$ cat config.mk
export PLATFORM = sky130hd
export DESIGN_NAME = motor_pid_controller
export DESIGN_NICKNAME = d
export VERILOG_FILES = /design/src/rtl/motor_ctrl_pkg.sv /design/src/rtl/motor_pid_controller_pwm.sv /design/src/rtl/motor_pid_controller.sv
export SDC_FILE = /design/constraint.sdc
export NUM_CORES = 1
export LEC_CHECK = 0
export ABC_AREA = 1
export ABC_CLOCK_PERIOD_IN_PS = 6810
export BUFFER_PORTS_ARGS = -buffer_cell sky130_fd_sc_hd__buf_4
export CAP_MARGIN = 30
export CORE_MARGIN = 5
export CORE_UTILIZATION = 54
export DETAILED_ROUTE_END_ITERATION = 8
export GPL_ROUTABILITY_DRIVEN = 0
export PLACE_DENSITY = 0.81
export SYNTH_ARGS = -nofsm -noshare
export SYNTH_HDL_FRONTEND = slang
export SYNTH_SLANG_ARGS = --single-unit
$ cat constraint.sdc
create_clock -name clk_in -period 6.81 [get_ports clk_in]
set_clock_uncertainty 0.05 [all_clocks]
set_input_delay 2.043 -clock clk_in [delete_from_list [all_inputs] [get_ports clk_in]]
set_output_delay 2.043 -clock clk_in [all_outputs]
set_load 0.01 [all_outputs]
$ cat src/rtl/motor_ctrl_pkg.sv
// Shared widths, FSM state type and duty saturation helper for the motor speed controller.
package motor_ctrl_pkg;

    localparam int RPM_W     = 10;
    localparam int ERR_W     = 11;
    localparam int DERIV_W   = 12;
    localparam int INT_W     = 16;
    localparam int DUTY_W    = 8;
    localparam int GAIN_W    = 16;
    localparam int FRAC_BITS = 8;

    // Shared multiplier operands are one bit wider than the gains so an
    // unsigned Q8.8 gain can be carried as a non-negative signed value.
    localparam int MUL_W  = GAIN_W + 1;
    localparam int PROD_W = 2 * MUL_W;
    localparam int SUM_W  = PROD_W + 2;

    typedef enum logic [2:0] {
        ST_IDLE,
        ST_ERR,
        ST_MUL_P,
        ST_MUL_I,
        ST_MUL_D,
        ST_SUM,
        ST_SAT
    } pid_state_t;

    // Clamp the scaled PID sum into the 0..255 duty range.
    function automatic logic [DUTY_W-1:0] saturate_duty(input logic signed [SUM_W-1:0] v);
        if (v < 36'sd0) begin
            return '0;
        end else if (v > 36'sd255) begin
            return 8'd255;
        end else begin
            return v[DUTY_W-1:0];
        end
    endfunction

endpackage

$ cat src/rtl/motor_pid_controller_pwm.sv
// PWM generator: prescaled 8-bit counter with duty latched only at period boundaries.
module pwm_generator #(
    parameter int PWM_PRESCALE = 20
) (
    input  logic       clk_in,
    input  logic       reset_in,
    input  logic       enable_in,
    input  logic [7:0] duty_in,
    output logic       pwm_out
);

    localparam int PRE_W = (PWM_PRESCALE > 1) ? $clog2(PWM_PRESCALE) : 1;
    localparam logic [PRE_W-1:0] PRE_LAST = PRE_W'(PWM_PRESCALE - 1);

    logic [PRE_W-1:0] prescale_reg;
    logic [7:0]       pwm_cnt_reg;
    logic [7:0]       duty_latched_reg;

    // Prescaler, period counter and boundary-latched duty; held cleared while disabled.
    always_ff @(posedge clk_in or posedge reset_in) begin
        if (reset_in) begin
            prescale_reg     <= '0;
            pwm_cnt_reg      <= '0;
            duty_latched_reg <= '0;
        end else if (!enable_in) begin
            prescale_reg     <= '0;
            pwm_cnt_reg      <= '0;
            duty_latched_reg <= '0;
        end else if (prescale_reg == PRE_LAST) begin
            prescale_reg <= '0;
            pwm_cnt_reg  <= pwm_cnt_reg + 8'd1;
            if (pwm_cnt_reg == 8'd255) begin
                duty_latched_reg <= duty_in;
            end
        end else begin
            prescale_reg <= prescale_reg + 1'b1;
        end
    end

    // Enable gates the output combinationally so the motor stops without waiting a clock.
    assign pwm_out = enable_in && (pwm_cnt_reg < duty_latched_reg);

endmodule

$ cat src/rtl/motor_pid_controller.sv
// Closed-loop PID speed controller: one shared multiplier sequenced by a 7-state FSM, driving a PWM.
module motor_pid_controller
    import motor_ctrl_pkg::*;
#(
    parameter logic [15:0] KP             = 16'd256,
    parameter logic [15:0] KI             = 16'd0,
    parameter logic [15:0] KD             = 16'd0,
    parameter logic [15:0] INTEGRAL_LIMIT = 16'd8000,
    parameter int          PWM_PRESCALE   = 20
) (
    input  logic              clk_in,
    input  logic              reset_in,
    input  logic              enable_in,
    input  logic              sample_valid_in,
    input  logic [RPM_W-1:0]  target_rpm_in,
    input  logic [RPM_W-1:0]  actual_rpm_in,
    output logic [DUTY_W-1:0] duty_out,
    output logic              update_out,
    output logic              busy_out,
    output logic              sample_dropped_out,
    output logic              pwm_out
);

    localparam logic signed [INT_W:0] LIM_POS = $signed({1'b0, INTEGRAL_LIMIT});
    localparam logic signed [INT_W:0] LIM_NEG = -LIM_POS;

    pid_state_t state_reg, state_next;
    logic       busy_reg, busy_next;
    logic       update_reg, update_next;
    logic       dropped_reg, dropped_next;

    logic [RPM_W-1:0]          target_reg, actual_reg;
    logic signed [ERR_W-1:0]   err_reg, err_prev_reg;
    logic signed [DERIV_W-1:0] deriv_reg;
    logic signed [INT_W-1:0]   integral_reg;
    logic signed [PROD_W-1:0]  prod_p_reg, prod_i_reg, prod_d_reg;
    logic signed [SUM_W-1:0]   sum_reg;
    logic [DUTY_W-1:0]         duty_reg;

    logic signed [ERR_W-1:0]   err_calc;
    logic signed [DERIV_W-1:0] deriv_calc;
    logic signed [INT_W:0]     int_sum;
    logic signed [INT_W-1:0]   int_next;
    logic signed [MUL_W-1:0]   mul_a, mul_b;
    logic signed [PROD_W-1:0]  mul_prod;
    logic signed [SUM_W-1:0]   sum_full;

    // FSM state register.
    always_ff @(posedge clk_in or posedge reset_in) begin
        if (reset_in) begin
            state_reg <= ST_IDLE;
        end else begin
            state_reg <= state_next;
        end
    end

    // Next-state sequencing plus the busy/update/dropped strobes; disable overrides everything.
    always_comb begin
        state_next   = state_reg;
        busy_next    = 1'b0;
        update_next  = 1'b0;
        dropped_next = 1'b0;
        case (state_reg)
            ST_IDLE:  if (sample_valid_in) state_next = ST_ERR;
            ST_ERR:   state_next = ST_MUL_P;
            ST_MUL_P: state_next = ST_MUL_I;
            ST_MUL_I: state_next = ST_MUL_D;
            ST_MUL_D: state_next = ST_SUM;
            ST_SUM:   state_next = ST_SAT;
            ST_SAT:   state_next = ST_IDLE;
            default:  state_next = ST_IDLE;
        endcase
        if (!enable_in) begin
            state_next = ST_IDLE;
        end
        busy_next    = (state_next != ST_IDLE);
        update_next  = enable_in && (state_reg == ST_SAT);
        dropped_next = enable_in && sample_valid_in && (state_reg != ST_IDLE);
    end

    // Registered status outputs.
    always_ff @(posedge clk_in or posedge reset_in) begin
        if (reset_in) begin
            busy_reg    <= 1'b0;
            update_reg  <= 1'b0;
            dropped_reg <= 1'b0;
        end else begin
            busy_reg    <= busy_next;
            update_reg  <= update_next;
            dropped_reg <= dropped_next;
        end
    end

    // Error, derivative and clamped integral candidates computed from the latched sample.
    always_comb begin
        err_calc   = $signed({1'b0, target_reg}) - $signed({1'b0, actual_reg});
        deriv_calc = $signed({err_calc[ERR_W-1], err_calc})
                   - $signed({err_prev_reg[ERR_W-1], err_prev_reg});
        int_sum    = $signed({integral_reg[INT_W-1], integral_reg})
                   + $signed({{(INT_W + 1 - ERR_W){err_calc[ERR_W-1]}}, err_calc});
        int_next   = int_sum[INT_W-1:0];
        if (int_sum > LIM_POS) begin
            int_next = LIM_POS[INT_W-1:0];
        end else if (int_sum < LIM_NEG) begin
            int_next = LIM_NEG[INT_W-1:0];
        end
    end

    // Shared multiplier operand selection: gain times the term belonging to the current state.
    always_comb begin
        mul_a = '0;
        mul_b = '0;
        case (state_reg)
            ST_MUL_P: begin
                mul_a = $signed({1'b0, KP});
                mul_b = $signed({{(MUL_W - ERR_W){err_reg[ERR_W-1]}}, err_reg});
            end
            ST_MUL_I: begin
                mul_a = $signed({1'b0, KI});
                mul_b = $signed({integral_reg[INT_W-1], integral_reg});
            end
            ST_MUL_D: begin
                mul_a = $signed({1'b0, KD});
                mul_b = $signed({{(MUL_W - DERIV_W){deriv_reg[DERIV_W-1]}}, deriv_reg});
            end
            default: begin
                mul_a = '0;
                mul_b = '0;
            end
        endcase
        mul_prod = mul_a * mul_b;
        sum_full = $signed({{2{prod_p_reg[PROD_W-1]}}, prod_p_reg})
                 + $signed({{2{prod_i_reg[PROD_W-1]}}, prod_i_reg})
                 + $signed({{2{prod_d_reg[PROD_W-1]}}, prod_d_reg});
    end

    // PID datapath: each FSM state updates exactly the registers it owns.
    always_ff @(posedge clk_in or posedge reset_in) begin
        if (reset_in) begin
            target_reg   <= '0;
            actual_reg   <= '0;
            err_reg      <= '0;
            err_prev_reg <= '0;
            deriv_reg    <= '0;
            integral_reg <= '0;
            prod_p_reg   <= '0;
            prod_i_reg   <= '0;
            prod_d_reg   <= '0;
            sum_reg      <= '0;
            duty_reg     <= '0;
        end else if (!enable_in) begin
            integral_reg <= '0;
            err_prev_reg <= '0;
            duty_reg     <= '0;
        end else begin
            case (state_reg)
                ST_IDLE: begin
                    if (sample_valid_in) begin
                        target_reg <= target_rpm_in;
                        actual_reg <= actual_rpm_in;
                    end
                end
                ST_ERR: begin
                    err_reg      <= err_calc;
                    deriv_reg    <= deriv_calc;
                    integral_reg <= int_next;
                    err_prev_reg <= err_calc;
                end
                ST_MUL_P: prod_p_reg <= mul_prod;
                ST_MUL_I: prod_i_reg <= mul_prod;
                ST_MUL_D: prod_d_reg <= mul_prod;
                ST_SUM:   sum_reg    <= sum_full >>> FRAC_BITS;
                ST_SAT:   duty_reg   <= saturate_duty(sum_reg);
                default:  ;
            endcase
        end
    end

    assign duty_out           = duty_reg;
    assign update_out         = update_reg;
    assign busy_out           = busy_reg;
    assign sample_dropped_out = dropped_reg;

    pwm_generator #(
        .PWM_PRESCALE(PWM_PRESCALE)
    ) u_pwm (
        .clk_in    (clk_in),
        .reset_in  (reset_in),
        .enable_in (enable_in),
        .duty_in   (duty_reg),
        .pwm_out   (pwm_out)
    );

endmodule

* After elaboration in Yosys (flattened, before gate mapping)
Index checks and enable logic that the tools add are counted.
Word-level totals: register bits after elaboration 235, word-level logic and storage cells 79, output and inout port bits 12
Cells by class: equal/unequal tests 12, multiplexer cells 22, reductions and logical operators 14, $mul 1, $lt $le $gt $ge 5, $add $sub $neg 7
Operator list (count):
- $mux 8 | 9
- $mux 16 | 4
- $pmux 17 s3 | 1
- $add 35x34->36 | 1
- $add 34x34->35 | 1
- $gt 28x9->1 const B | 1
- $lt 28x1->1 const B | 1
- $mul 10x17->27 | 1
- $mux 11 | 2
- $pmux 3 s6 | 1
- $add 16x11->17 | 1
- $gt 17x14->1 const B | 1
- $lt 17x14->1 const B | 1
- $reduce_and 2->1 | 6
- $sub 11x11->12 | 1
- $sub 10x10->11 | 1
- $mux 5 | 2
- $eq 3x3->1 const B | 3
- $mux 9 | 1
- $add 8x1->8 const B | 1
- $eq 8x8->1 const B | 1
- $lt 8x8->1 | 1
- $ne 2x1->1 const B | 4
- $eq 3x2->1 const B | 2
- other kinds (8) | 13

* Depth between registers and ports, before layout
depth in word-level cells 7, gate-level depth with buffers 15, gate-level depth less buffers 15

* Cells and area by module
A second synthesis with hierarchy kept.
Unflattened totals: cell total of the unflattened synthesis 800, area, all modules 7151.9 um^2
By module, submodules not included:
- motor_pid_controller | cells each 638, instances 1, sequential area each 3027.9 um^2, area an instance 5884.4 um^2
- pwm_generator | cells each 162, instances 1, sequential area each 525.5 um^2, area an instance 1267.5 um^2

* Least setup slack after synthesis
OpenSTA, ideal clock, no wires.
kind input to output, from in enable_in, to out pwm_out, buffers on the path 1, arrival time 2.596 ns, stages on the path 3, slack 2.121 ns, path through buf_2 -> inv_2 -> nor3_1
On the way: longest elaborated chain between the ends 1
Ends and longest elaborated chain:
- from (decl) | line motor_pid_controller.sv:13 | input logic enable_in,
- $logic_and 1x1->1 | line motor_pid_controller_pwm.sv:41 | assign pwm_out = enable_in && (pwm_cnt_reg < duty_latched_reg);
- to (decl) | line motor_pid_controller.sv:21 | output logic pwm_out
Every way passes these cells.

* Worst setup path after layout
Ends and elaborated chain as after synthesis.

==> flow_summary.ini <==
[pwr]
clkPwrFrac = 0.349
netSwitchingPower_uw = 754
power_density_nw_per_um2 = 315
comb_power_share = 0.224
total_power_mw = 2.50
cellInternalPower_mw = 1.74
share_seq_of_total_power = 0.427
p_sw_frac = 0.302
leakage_nw = 4.37
vdd_drop_max_uv = 199

[logic_synthesis]
synth-xor-area-share = 0.0227
synth_top_family_by_area = simple AND/OR/NAND/NOR gates
syn-cell-area_sq_um = 6940
syn_avg_cell_area_sq_um = 9.13
ys_warn_count = 0
proportion_of_synthesized_flip_flops_having_asynchronous_set_or_reset = 1.00
synth.ff_latch_count = 142
synth_flop_cell = sky130_fd_sc_hd__dfrtp_1
synth_sequential_area_ratio = 0.512
post_synth_and_or_nand_nor_area_fraction = 0.176
synth_compound_area_frac = 0.0883
synth_cells = 760
synthAdderAreaFrac = 0.115
synth_edf_count = 0
synth.distinct_cells = 38
synth.mux.area_fraction = 0.0162
synthesis.nets = 837

[route]
dr.first_iter.drc_count = 314
drt_drc_violations_left = 0
routed_wirelength_um = 12800
route.vias.total = 4964
ant_nets = 0
routed_length_per_instance_um = 13.1
avgViaCountPerCell = 5.07
drtPass1Iterations = 5

[global_route]
grt_overflow = 0
global_route.usage.met1 = 0.235
wire_length_of_the_first_global_routing_pass_um = 22500
globalRouteMet3Util = 0.0439
met2_usage = 0.314
vias_in_the_first_global_route = 5008
initial_antenna_violation_count = 0
grtUsageTotal = 0.187
grt_max_degree = 92
grt.busiest_layer = met2

[finish]
antenna_cells = 0
largest_register_ff_count = 28
filler_cell_count = 1024
areaGrowthSynthToFinish_pct = 14.1
fin_nets = 871
post_route_cells_drive_above_1_share = 0.107

[outcome]
status = finished clean

[timing]
final_max_slew_viol_count = 0
setup_repair_after_global_routing_missed_its_margin = no
final.min_clock_period_ns = 5.08
setup_viol_count_final = 0
setup-tns-final_ns = 0
finalCritPeriodShare = 0.747
worstMarginPinSlew_ns = 0.786
max_clock_freq_mhz = 197
worst_slack_ns = 1.73
max_slew_margin = 0.476
timing.final.hold_violations = 0

[floorplan]
core_area_sq_um = 12600
io_pins = 36
start_util = 0.550
die_y_um = 123
die_width_um = 123
floorplan.die_area_sq_um = 15200
placementRows = 41

[clock_network]
cts_max_level = 4
postCtsSetupRepairBufs = 0
clkTransAtPathRegs_ns = 0.05
worstSkewPairLatency_ns = 0.42
cts_hold_buf = 0
cts_tree = yes
cts_sinks = 142
tritoncts.num_buffers = 17
clock-root-buffer = sky130_fd_sc_hd__clkbuf_16
clk_path_buf_depth = 2
cts_resized = 0

[min_path]
worst_hold_end = prod_i_reg[8]$_DFFE_PP0P_
worst_min_delay_path_startpoint = prod_i_reg[8]$_DFFE_PP0P_
hold_path_depth = 2
min_path_type = reg2reg

[critical_path]
timing.critical_path.from_type = primary input
worst_r2r_startpoint = prod_p_reg[9]$_DFFE_PP0P_
timing.critical_path.arrival_ns = 2.99
worst_setup_path_end_kind = primary output
cp.required_ns = 4.72
worst_case_register_to_register_setup_slack_ns = 3.69
worst_r2r_path_depth = 13
timing.setup.critical_path_class = in2out
rr_endpoint = sum_reg[21]$_DFFE_PP0P_
crit_path_max_fanout = 43

[placed_design]
hpwl_um = 8850
placement.io_buffers = 35
post-place-ws_ns = 1.74

[job]
maxcap_violations = 0
## Yosys cell counts, types with 2 or more instances
cell | count | area, sq um
sky130_fd_sc_hd__nand2_1 | 185 | 694
sky130_fd_sc_hd__dfrtp_1 | 142 | 3550
sky130_fd_sc_hd__inv_1 | 104 | 390
sky130_fd_sc_hd__o21ai_0 | 53 | 265
sky130_fd_sc_hd__a21oi_1 | 44 | 220
sky130_fd_sc_hd__nand3_1 | 43 | 215
sky130_fd_sc_hd__nor2_1 | 37 | 139
sky130_fd_sc_hd__ha_1 | 35 | 438
sky130_fd_sc_hd__clkbuf_1 | 18 | 67.6
sky130_fd_sc_hd__fa_1 | 18 | 360
sky130_fd_sc_hd__xor2_1 | 11 | 96.3
sky130_fd_sc_hd__mux2_2 | 10 | 113
sky130_fd_sc_hd__nor3_1 | 8 | 40.0
sky130_fd_sc_hd__nand4_1 | 7 | 43.8
sky130_fd_sc_hd__xnor2_1 | 7 | 61.3
sky130_fd_sc_hd__a21o_1 | 5 | 37.5
sky130_fd_sc_hd__a31oi_1 | 4 | 25.0
sky130_fd_sc_hd__or2_2 | 3 | 18.8
sky130_fd_sc_hd__buf_1 | 2 | 7.51
sky130_fd_sc_hd__buf_2 | 2 | 10.0
sky130_fd_sc_hd__inv_2 | 2 | 7.51
sky130_fd_sc_hd__nor2_2 | 2 | 12.5
sky130_fd_sc_hd__nor4_1 | 2 | 12.5
sky130_fd_sc_hd__o21ai_1 | 2 | 10.0
## worst max-delay path: stages
cell                     delay (ns)
sky130_fd_sc_hd__buf_4         0.37
sky130_fd_sc_hd__inv_2         0.20
sky130_fd_sc_hd__nor3_1        0.22
sky130_fd_sc_hd__buf_4         0.15
## placed cells by master (no fill, tap or decap), types with 7 or more instances in the layout
master / count
sky130_fd_sc_hd__nor3_1: 8
sky130_fd_sc_hd__nand4_1: 7
sky130_fd_sc_hd__nor2_1: 37
sky130_fd_sc_hd__dfrtp_1: 142
sky130_fd_sc_hd__o21ai_0: 53
sky130_fd_sc_hd__ha_1: 35
sky130_fd_sc_hd__mux2_2: 10
sky130_fd_sc_hd__a21oi_1: 44
sky130_fd_sc_hd__xor2_1: 11
sky130_fd_sc_hd__fa_1: 18
sky130_fd_sc_hd__inv_1: 103
sky130_fd_sc_hd__buf_4: 36
sky130_fd_sc_hd__nand2_1: 185
sky130_fd_sc_hd__xnor2_1: 7
sky130_fd_sc_hd__clkbuf_16: 17
sky130_fd_sc_hd__nand3_1: 43
## cell type report
cell class / count / area [sq um] / area share
clock buffer: 22 / 474 / 0.0598
clock inverter: 10 / 87.6 / 0.0111
inverter: 107 / 407 / 0.0513
multi-input combinational: 489 / 2900 / 0.366
sequential: 142 / 3550 / 0.448
tap: 172 / 215 / 0.0272
timing repair buffer: 37 / 285 / 0.0360
## per-stage QoR
stage	utilization	hold slack, ns	cell area, sq um	std cells
2_1_floorplan	-	0.383	6940	760
3_3_place_gp	0.582	0.398	7350	946
3_5_place_dp	0.583	0.403	7360	947
4_1_cts	0.628	0.419	7920	979
5_1_grt	0.628	0.436	7920	979
6_report	0.628	0.424	7920	979
## worst max path at each step
stage	startpoint	endpoint	slack (ns)	depth (start not counted)
after CTS	enable_in	pwm_out	1.74	4
final	enable_in	pwm_out	1.73	4
after global placement	enable_in	pwm_out	1.77	4
after detailed placement	enable_in	pwm_out	1.74	4
after floorplan	reset_in	actual_reg[0]$_DFFE_PP0P_	0.91	1
after global routing	enable_in	pwm_out	1.68	4
## per-layer routing
layer  routed length (um)  part of all wire  vias to the layer above
li1                     -                 -                     2493
met1                 5660              0.44                     2369
met2                 6470              0.51                       87
met3                  518             0.040                       15
met4                  153             0.012                        0
met5                    0                 0                        -
## cell families (layout without fill, tap and decap cells)
group,Yosys count,in the layout
buffers and inverters,129,176
XOR/XNOR,18,18
AND/OR/NAND/NOR,293,293
multiplexers,10,10
flip-flops,142,142
adder cells (fa/ha/maj),53,53
AO/OA/AOI/OAI,115,115
## power groups by stage
stage,Sequential (mW),Combinational [mW],Clock (mW)
after floorplan,1.06,0.445,0
after global placement,1.07,0.535,0
after detailed placement,1.08,0.555,0
after CTS,1.07,0.566,0.883
after global routing,1.08,0.652,0.925
final,1.07,0.561,0.871
Power figures use the tool's default switching activity.
